[src/rtl/morse_symbol_assembler.sv]
// Morse element assembler: debounces the dot/dash toggle switches, collects up to
// MAX_LEN symbols per element and hands each closed element downstream over valid/ready.
module morse_symbol_assembler #(
    parameter int MAX_LEN         = 5,
    parameter int DEBOUNCE_CYCLES = 4,
    parameter int GAP_CYCLES      = 50_000_000,
    localparam int LEN_W          = $clog2(MAX_LEN + 1),
    localparam int GAP_W          = $clog2(GAP_CYCLES + 1)
) (
    input  logic               clk,
    input  logic               reset,
    input  logic [1:0]         sw,
    input  logic               commit,
    output logic [MAX_LEN-1:0] morse_code,
    output logic [LEN_W-1:0]   morse_len,
    output logic               morse_valid,
    input  logic               morse_ready,
    output logic               overflow,
    output logic               busy
);

    localparam int                 CNT_W    = $clog2(DEBOUNCE_CYCLES + 1);
    localparam logic [CNT_W-1:0]   DB_LAST  = CNT_W'(DEBOUNCE_CYCLES - 1);
    localparam logic [LEN_W-1:0]   FULL_LEN = LEN_W'(MAX_LEN);
    localparam logic [GAP_W-1:0]   GAP_LAST = GAP_W'(GAP_CYCLES - 1);
    localparam logic [GAP_W-1:0]   GAP_MAX  = GAP_W'(GAP_CYCLES);
    localparam logic [MAX_LEN-1:0] TOP_BIT  = {1'b1, {(MAX_LEN-1){1'b0}}};

    // Input synchroniser and debounce state
    logic [1:0]            sw_p0;
    logic [1:0]            sw_p1;
    logic [1:0]            level;
    logic                  prime;
    logic [1:0][CNT_W-1:0] db_cnt;
    logic [1:0]            evt;

    // Assembly buffer and close control
    logic [MAX_LEN-1:0]    asm_code;
    logic [LEN_W-1:0]      asm_len;
    logic [GAP_W-1:0]      gap_cnt;
    logic                  pending;

    logic [MAX_LEN-1:0]    code_app;
    logic [LEN_W-1:0]      len_app;
    logic                  appended;
    logic                  dropped;
    logic                  gap_hit;
    logic                  close_req;
    logic                  out_free;
    logic                  transfer;

    logic [MAX_LEN-1:0]    asm_code_nx;
    logic [LEN_W-1:0]      asm_len_nx;
    logic [GAP_W-1:0]      gap_cnt_nx;
    logic                  pending_nx;
    logic [MAX_LEN-1:0]    out_code_nx;
    logic [LEN_W-1:0]      out_len_nx;
    logic                  out_valid_nx;

    function automatic logic [GAP_W-1:0] gap_step(input logic [GAP_W-1:0] cnt);
        return (cnt == GAP_MAX) ? cnt : cnt + 1'b1;
    endfunction

    // Stage p0/p1: two-flop synchroniser, no reset needed on pure data
    always_ff @(posedge clk) begin
        sw_p0 <= sw;
        sw_p1 <= sw_p0;
    end

    // Debounce: the first cycle out of reset adopts the current levels silently
    always_ff @(posedge clk) begin
        if (reset) begin
            level  <= '0;
            prime  <= 1'b1;
            db_cnt <= '0;
            evt    <= '0;
        end else if (prime) begin
            level  <= sw_p1;
            prime  <= 1'b0;
            db_cnt <= '0;
            evt    <= '0;
        end else begin
            for (int i = 0; i < 2; i++) begin
                evt[i] <= 1'b0;
                if (sw_p1[i] == level[i]) begin
                    db_cnt[i] <= '0;
                end else if (db_cnt[i] == DB_LAST) begin
                    level[i]  <= ~level[i];
                    evt[i]    <= 1'b1;
                    db_cnt[i] <= '0;
                end else begin
                    db_cnt[i] <= db_cnt[i] + 1'b1;
                end
            end
        end
    end

    // Next-state: append events (dot before dash), then decide on a close/transfer
    always_comb begin
        code_app = asm_code;
        len_app  = asm_len;
        appended = 1'b0;
        dropped  = 1'b0;

        if (evt[0]) begin
            if (len_app == FULL_LEN) begin
                dropped = 1'b1;
            end else begin
                len_app  = len_app + 1'b1;
                appended = 1'b1;
            end
        end
        if (evt[1]) begin
            if (len_app == FULL_LEN) begin
                dropped = 1'b1;
            end else begin
                code_app = code_app | (TOP_BIT >> len_app);
                len_app  = len_app + 1'b1;
                appended = 1'b1;
            end
        end

        // Full and gap closes look at the pre-append buffer; commit takes the post-append one
        gap_hit   = (asm_len != '0) && (gap_cnt >= GAP_LAST);
        close_req = (len_app != '0) &&
                    ((asm_len == FULL_LEN) || gap_hit || commit || pending);
        out_free  = !morse_valid || morse_ready;
        transfer  = close_req && out_free;

        asm_code_nx  = code_app;
        asm_len_nx   = len_app;
        pending_nx   = pending || (close_req && (commit || gap_hit));
        gap_cnt_nx   = appended ? '0 : ((asm_len != '0) ? gap_step(gap_cnt) : gap_cnt);
        out_code_nx  = morse_code;
        out_len_nx   = morse_len;
        out_valid_nx = morse_valid && !morse_ready;

        if (transfer) begin
            asm_code_nx  = '0;
            asm_len_nx   = '0;
            pending_nx   = 1'b0;
            gap_cnt_nx   = '0;
            out_code_nx  = code_app;
            out_len_nx   = len_app;
            out_valid_nx = 1'b1;
        end
    end

    // State register
    always_ff @(posedge clk) begin
        if (reset) begin
            asm_code    <= '0;
            asm_len     <= '0;
            gap_cnt     <= '0;
            pending     <= 1'b0;
            morse_code  <= '0;
            morse_len   <= '0;
            morse_valid <= 1'b0;
            overflow    <= 1'b0;
        end else begin
            asm_code    <= asm_code_nx;
            asm_len     <= asm_len_nx;
            gap_cnt     <= gap_cnt_nx;
            pending     <= pending_nx;
            morse_code  <= out_code_nx;
            morse_len   <= out_len_nx;
            morse_valid <= out_valid_nx;
            overflow    <= dropped;
        end
    end

    always_comb begin
        busy = (asm_len != '0) || pending;
    end

endmodule

[config.mk]
export PLATFORM = sky130hd
export DESIGN_NAME = morse_symbol_assembler
export DESIGN_NICKNAME = d
export VERILOG_FILES = /design/src/rtl/morse_symbol_assembler.sv
export SDC_FILE = /design/constraint.sdc
export NUM_CORES = 1
export LEC_CHECK = 0
export BUFFER_PORTS_ARGS = -buffer_cell sky130_fd_sc_hd__clkbuf_2
export CAP_MARGIN = 20
export CORE_MARGIN = 8
export CORE_UTILIZATION = 64
export CTS_BUF_LIST = sky130_fd_sc_hd__clkbuf_16
export CTS_CLUSTER_SIZE = 28
export DETAILED_ROUTE_END_ITERATION = 10
export GPL_TIMING_DRIVEN = 0
export PLACE_DENSITY = 0.81
export SYNTH_ARGS = -nofsm -noshare
export SYNTH_HDL_FRONTEND = slang
export SYNTH_SLANG_ARGS = --single-unit
[constraint.sdc]
create_clock -name clk -period 6.2 [get_ports clk]
set_clock_uncertainty 0.05 [all_clocks]
set_input_delay 0 -clock clk [delete_from_list [all_inputs] [get_ports clk]]
set_output_delay 0 -clock clk [all_outputs]
set_load 0.01 [all_outputs]
==> flow_summary_export.csv, run 1 <==
group,metric,value,unit
placed_design,dpl.cell_count,371,
routing,wl_per_cell,15.5,µm
sta,grt_setup_unrepaired,"no",
setup_path,crit_type,"reg -> reg",
setup_path,r2r-end,"gap_cnt[17]",
setup_path,ff2ff_setup_slack,2.62,ns
finish,final_layout_size_suffix_gt1_frac,0.117,
routing,drt-total-wl,6060,µm
power,power_frac_clock,0.576,
die,die_y,81.4,µm
setup_path,crit_cells,12,
setup_path,cp_top_family,"compound AO/OA/AOI/OAI gates",
grt,grt_pass1_vias,2281,
outcome,status,"finished, final reports clean",
die,die_area,6620,µm²
yosys,synthesis.nets,325,
die,start_util,0.674,
power,power.density,298,nW/µm²
power,leakage,1.30,nW
yosys,ys.flop_type,"dfxtp_1",
yosys,ys_seq_area_frac,0.439,
sta,worstMarginPinSlew,0.569,ns
power,seq_power_share,0.404,
clock_network,tritoncts,"built",
routing,drtIter0Drc,192,
finish,antenna_cells,0,
routing,drc,0,
yosys,yosys.area.top_type,"dfxtp_1",
sta,finalSetupTns,0,ns
placed_design,io_buffers,16,
die,core,4060,µm²
yosys,netlist_instances,305,
die,row_count,23,
setup_path,worst-path-max-fanout,10,
yosys,synth.area.top_cells,"dfxtp_1, ha_1, nor2_1",
power,p_switching,0.185,mW
sta,setup_viol,0,
placed_design,dp_hpwl,3840,µm
finish,layoutNonFillerInstCount,391,
clock_network,clk_path_buf_depth,2,
finish,n_fill_cell,248,
setup_path,required,6.36,ns
sta,clock.fmax,279,MHz
setup_path,ff2ff_path_depth,12,
sta,hold_viol,0,
sta,relSlewSlack,0.617,
yosys,yosysTopAreaCellShare,0.439,
setup_path,path_buf_inv,3,
sta,fin_crit_sh,0.578,
setup_path,crit_start,"asm_len[0]",
setup_path,max_stage_delay,0.48,ns
placed_design,gp_congestion,0.814,
clock_network,htree_levels,3,
routing,postRouteAntennaNets,0,
grt,grt_max_degree,11,
setup_path,crit_path_start_kind,"register",
setup_path,end_kind,"register",
power,totalPowerFinal,0.969,mW
clock_network,hold_buffers,4,
yosys,ys_async_sr_fraction,0,
die,die_w,81.4,µm
sta,slew_violations,0,
sta,finalCriticalPeriod,3.58,ns
routing,via_count,2270,
power,irDropWorstVdd,0.273,mV
power,intPower,0.784,mW
setup_path,crit_chain,"ha_1 -> a21boi_1 -> o21ai_0 -> inv_1 -> ha_1 -> inv_1 -> o31a_1 -> mux2i_1 -> and2_4 -> o21ai_2 -> buf_2 -> nor2_1",
routing,firstDrtPassIters,4,
grt,antenna_found_initial,0,
clock_network,cts_buffers,9,
setup_path,crit_path_top_delay_cell,"a21boi_1",
setup_path,crit_end,"gap_cnt[17]",
grt,grt_first_pass_wirelength,10100,µm
grt,grt.total_usage,0.198,
power,combPwrFrac,0.020,
finish,area_growth,18.8,%
yosys,syn_area_per_cell,8.97,µm²
worst_hold_path,hold_path_class,"in -> reg",
clock_network,root_buffer,"clkbuf_16",
job,drv_cap,0,
clock_network,cts_num_sinks,60,
clock_network,clock_latency,0.33,ns
yosys,yosysUniqueCellTypes,44,
power,swShare,0.191,
routing,vias_per_cell,5.81,
yosys,yosysWarnings,0,
grt,gr-total-overflow,0,
yosys,synth_seq_cells,60,
die,io_pins,17,
setup_path,r2r-start,"asm_len[0]",
clock_network,cts-resized-gates,0,
finish,final_util,0.801,
clock_network,clkTransAtPathRegs,0.05,ns
worst_hold_path,hold_depth,4,
setup_path,worstPathArrival,3.74,ns
yosys,synth_area,2740,µm²
yosys,synth-edff-count,0,
clock_network,post_cts_buffers,0,
finish,fin_nets,356,
==> power by group through the flow <==
stage	clock, mW	combinational, mW	sequential [mW]
global route	0.577	0.0213	0.391
finish	0.558	0.0191	0.392
CTS	0.557	0.0189	0.392
global placement	0	0.0165	0.399
floorplan	0	0.0114	0.399
detailed placement	0	0.0169	0.399
==> cells in the mapped netlist, drive strengths merged, types with 3 or more instances <==
library cell  count
dfxtp            60
nor2             47
nand2            20
inv              18
xnor2            17
ha               14
nor3             14
a21oi            13
xor2             12
and3              9
nand3             9
o21ai             7
a211oi            6
nand4             6
nor2b             6
and4              5
mux2i             5
buf               4
a31oi             3
clkbuf            3
nand3b            3
==> sequential cells by signal, indices dropped and copies added (netlist names) <==
name and count:
sw_p0 2, overflow 1, morse_code 5, pending 1, gap_cnt 26, asm_code 5, asm_len 3, sw_p1 2
morse_valid 1, prime 1, evt 2, db_cnt 6, morse_len 3, level 2
==> final cells by class <==
| class | count | area, µm² | area share |
|---|---|---|---|
| Multi-Input combinational cell | 220 | 1430 | 0.440 |
| Sequential cell | 60 | 1200 | 0.370 |
| Timing Repair Buffer | 20 | 120 | 0.0370 |
| Buffer | 7 | 37.5 | 0.0115 |
| Clock inverter | 7 | 106 | 0.0327 |
| Inverter | 18 | 67.6 | 0.0208 |
| Clock buffer | 9 | 225 | 0.0693 |
| Tap cell | 50 | 62.6 | 0.0192 |
==> worst min path at each step <==
| stage | from | endpoint |
|---|---|---|
| after floorplan | reset | prime |
| after global placement | sw[0] | sw_p0[0] |
| after detailed placement | sw[0] | sw_p0[0] |
| after CTS | commit | pending |
| after global routing | commit | pending |
| final | commit | pending |
==> cell usage in the layout, fill, tap and decap left out, types with 2 or more instances in the layout <==
cell and count:
a211oi_1 6, a21oi_1 13, a31oi_1 3, and3_1 9, and4_1 5, and4b_1 2
buf_2 3, bufinv_16 3, clkbuf_1 3, clkbuf_16 9, clkbuf_2 16, clkinv_1 2
dfxtp_1 60, dlygate4sd3_1 4, ha_1 14, inv_1 19, mux2i_1 5, nand2_1 20
nand2b_1 2, nand3_1 9, nand3b_1 3, nand4_1 6, nor2_1 46, nor2b_1 6
nor3_1 14, nor3b_1 2, nor4b_2 2, o21ai_0 3, o21ai_1 3, or4_1 2
xnor2_1 17, xor2_1 12
==> stage by stage <==
| step | instance area, µm² | setup slack [ns] | hold slack, ns |
|---|---|---|---|
| final | 3250 | 2.62 | 0.0726 |
| after global routing | 3250 | 2.34 | 0.0983 |
| after CTS | 3250 | 2.65 | 0.0734 |
| after detailed placement | 2880 | 2.76 | 0.0539 |
| after global placement | 2880 | 2.80 | 0.0531 |
| after floorplan | 2740 | 3.29 | -0.0223 |
==> logic make-up (layout without fill, tap and decap cells) <==
family / Yosys count / after routing / share of synthesized area
compound gates: 38 / 38 / 0.0924
xor+xnor: 29 / 29 / 0.0928
fa+ha+maj: 14 / 14 / 0.0640
buf+inv: 25 / 61 / 0.0384
flops: 60 / 60 / 0.439
mux: 5 / 5 / 0.0183
simple gates: 134 / 134 / 0.255
==> worst register-to-register path: cells and delay by family (launching register included) <==
kind / cells / cell delay [ns]
compound gates: 4 / 1.54
fa+ha+maj: 2 / 0.54
buf+inv: 3 / 0.52
flops: 1 / 0.39
mux: 1 / 0.17
simple gates: 2 / 0.25
==> routing by layer <==
metal,wire length [µm],GRT usage,vias up
li1,-,-,1120
met1,2470,0.205,1081
met2,3190,0.341,54
met3,254,0.0673,15
met4,153,0.114,0
met5,0,0,-
(Power assumes the default switching activity.)
==> run 2: changes to the inputs <==
CORE_UTILIZATION = 60   (was 64)
PLACE_DENSITY = 0.77   (was 0.81)
clock period = 3.4 ns   (was 6.2 ns; I/O delays follow)
==> run 2 against run 1 <==
Compared with the run above:
- register-to-register slack got worse by 2.3 ns
- highest routed layer unchanged
- critical endpoint is now morse_len[0]
- clock power rose by 75%
- final area increased by 0.65%
- sequential share of layout area fell by 0.24 points
- core utilization shrank 5.5 points
- hold slack got worse by 0.033 ns
==> flow_summary_export.csv, run 2 (synthesized netlist as in run 1, its figures left out) <==
group,metric,value,unit
finish,final_cell_area,3270,µm²
placed_design,placed_area,2880,µm²
outcome,status,"finished, final reports clean",
clock_network,cts_num_sinks,60,
placed_design,dp_hpwl,3820,µm
setup_path,worstPathArrival,3.29,ns
worst_hold_path,hold_path_class,"in -> reg",
clock_network,root_buffer,"clkbuf_16",
finish,final_layout_size_suffix_gt1_frac,0.132,
grt,gr-total-overflow,0,
power,power.density,528,nW/µm²
finish,fin_nets,356,
clock_network,cts_buffers,9,
grt,grt_first_pass_wirelength,9560,µm
grt,grtUsageMet3,0.0684,
finish,antenna_cells,0,
placed_design,gp_congestion,0.859,
finish,layoutNonFillerInstCount,393,
finish,largest_registers,"gap_cnt x26, db_cnt x6",
setup_path,crit_path_top_delay_cell,"dfxtp_1",
clock_network,clock_latency,0.33,ns
sta,fin_ws,0.271,ns
sta,slew_violations,0,
routing,drc,0,
grt,antenna_found_initial,0,
finish,regMostFlops,"gap_cnt",
placed_design,place_ws,-0.105,ns
routing,vias_per_cell,5.53,
routing,firstDrtPassIters,4,
placed_design,dpl.cell_count,373,
finish,area_growth,19.6,%
job,drv_cap,0,
setup_path,path_buf_inv,3,
clock_network,clkTransAtPathRegs,0.05,ns
routing,via_count,2175,
setup_path,crit_chain,"ha_1 -> a21boi_4 -> nand2_1 -> o21ai_1 -> inv_1 -> ha_1 -> inv_1 -> o31a_1 -> mux2i_1 -> and2_4 -> nor2_2 -> buf_2 -> o21ai_1",
setup_path,worst-path-max-fanout,10,
placed_design,io_buffers,16,
die,die_y,83.5,µm
sta,setup_viol,0,
die,start_util,0.624,
setup_path,cp_top_family,"compound AO/OA/AOI/OAI gates",
clock_network,tritoncts,"built",
die,die_w,83.5,µm
sta,clock.fmax,320,MHz
grt,grt_util_met2,0.281,
die,row_count,24,
routing,drtIter0Drc,81,
setup_path,required,3.56,ns
clock_network,clk_path_buf_depth,2,
finish,n_fill_cell,324,
routing,postRouteAntennaNets,0,
grt,busiest_layer,"met2",
grt,grt_pass1_vias,2173,
finish,largest_register_ffs,26,
setup_path,crit_path_start_kind,"register",
power,leakage,1.29,nW
grt,grt_max_degree,13,
sta,finalCriticalPeriod,3.13,ns
setup_path,end_kind,"register",
die,io_pins,17,
setup_path,crit_type,"reg -> reg",
routing,drt-total-wl,5480,µm
grt,grt.total_usage,0.166,
sta,fin_crit_sh,0.920,
power,irDropWorstVdd,0.388,mV
sta,worstMarginPinSlew,0.489,ns
finish,layout_commonest_cell,"dfxtp_1",
sta,hold_viol,0,
die,core,4380,µm²
setup_path,max_stage_delay,0.40,ns
clock_network,htree_levels,3,
clock_network,post_cts_buffers,0,
finish,layout_common_cells,"dfxtp_1, nor2_1, nand2_1, inv_1",
grt,grtUsageMet1,0.179,
routing,wl_per_cell,13.9,µm
sta,relSlewSlack,0.674,
sta,grt_setup_unrepaired,"no",
die,die_area,6980,µm²
## run 2: worst min-delay path, cell delays in order
cell and delay [ns]:
clkbuf_2 0.09, nand3b_1 0.10, a21oi_1 0.06, nor3_1 0.12
## run 2: area by class of cell
cell class | count | area [µm²] | area share
Sequential cell | 60 | 1200 | 0.367
Buffer | 7 | 37.5 | 0.0115
Clock buffer | 9 | 225 | 0.0688
Inverter | 18 | 67.6 | 0.0207
Clock inverter | 7 | 98.8 | 0.0302
Timing Repair Buffer | 20 | 120 | 0.0367
Tap cell | 52 | 65.1 | 0.0199
Multi-Input combinational cell | 220 | 1460 | 0.445
## run 2: path summary, 6_finish.rpt
| path | endpoint | slack [ns] | startpoint | depth (start not counted) |
|---|---|---|---|---|
| setup / recovery | morse_len[0] | 0.27 | asm_len[0] | 13 |
| hold / removal | pending | 0.04 | commit | 4 |
| setup reg to reg | morse_len[0] | 0.27 | asm_len[0] | 13 |
| hold reg to reg | sw_p1[0] | 0.27 | sw_p0[0] | 0 |
## run 2: layer usage
layer	wire, µm	up-vias	share of wire
met2	2790	28	0.51
met4	106	0	0.019
met5	0	-	0
met3	162	12	0.030
li1	-	1117	-
met1	2420	1018	0.44
## run 2: power by group
group          total (mW)  internal (mW)  switching (mW)
clock network       0.978          0.645           0.332
registers           0.713          0.710         0.00374
logic              0.0355         0.0136          0.0220
total                1.73           1.37           0.358
## run 2: per-stage QoR
stage                     hold slack [ns]  power [mW]   util  TNS [ns]
after global routing               0.0613        1.78  0.746         0
after detailed placement           0.0539       0.759  0.657     -1.86
after global placement             0.0543       0.758  0.657    -0.497
after floorplan                   -0.0223       0.748      -         0
final                              0.0393        1.73  0.746         0
after CTS                          0.0361        1.74  0.741         0
## run 2: what timing repair did
action	in CTS	in global routing
endpoints found under the setup margin	30	30
hold endpoints to repair	4	0
pin swaps	0	0
resized for setup	1	4
hold buffers	4	0
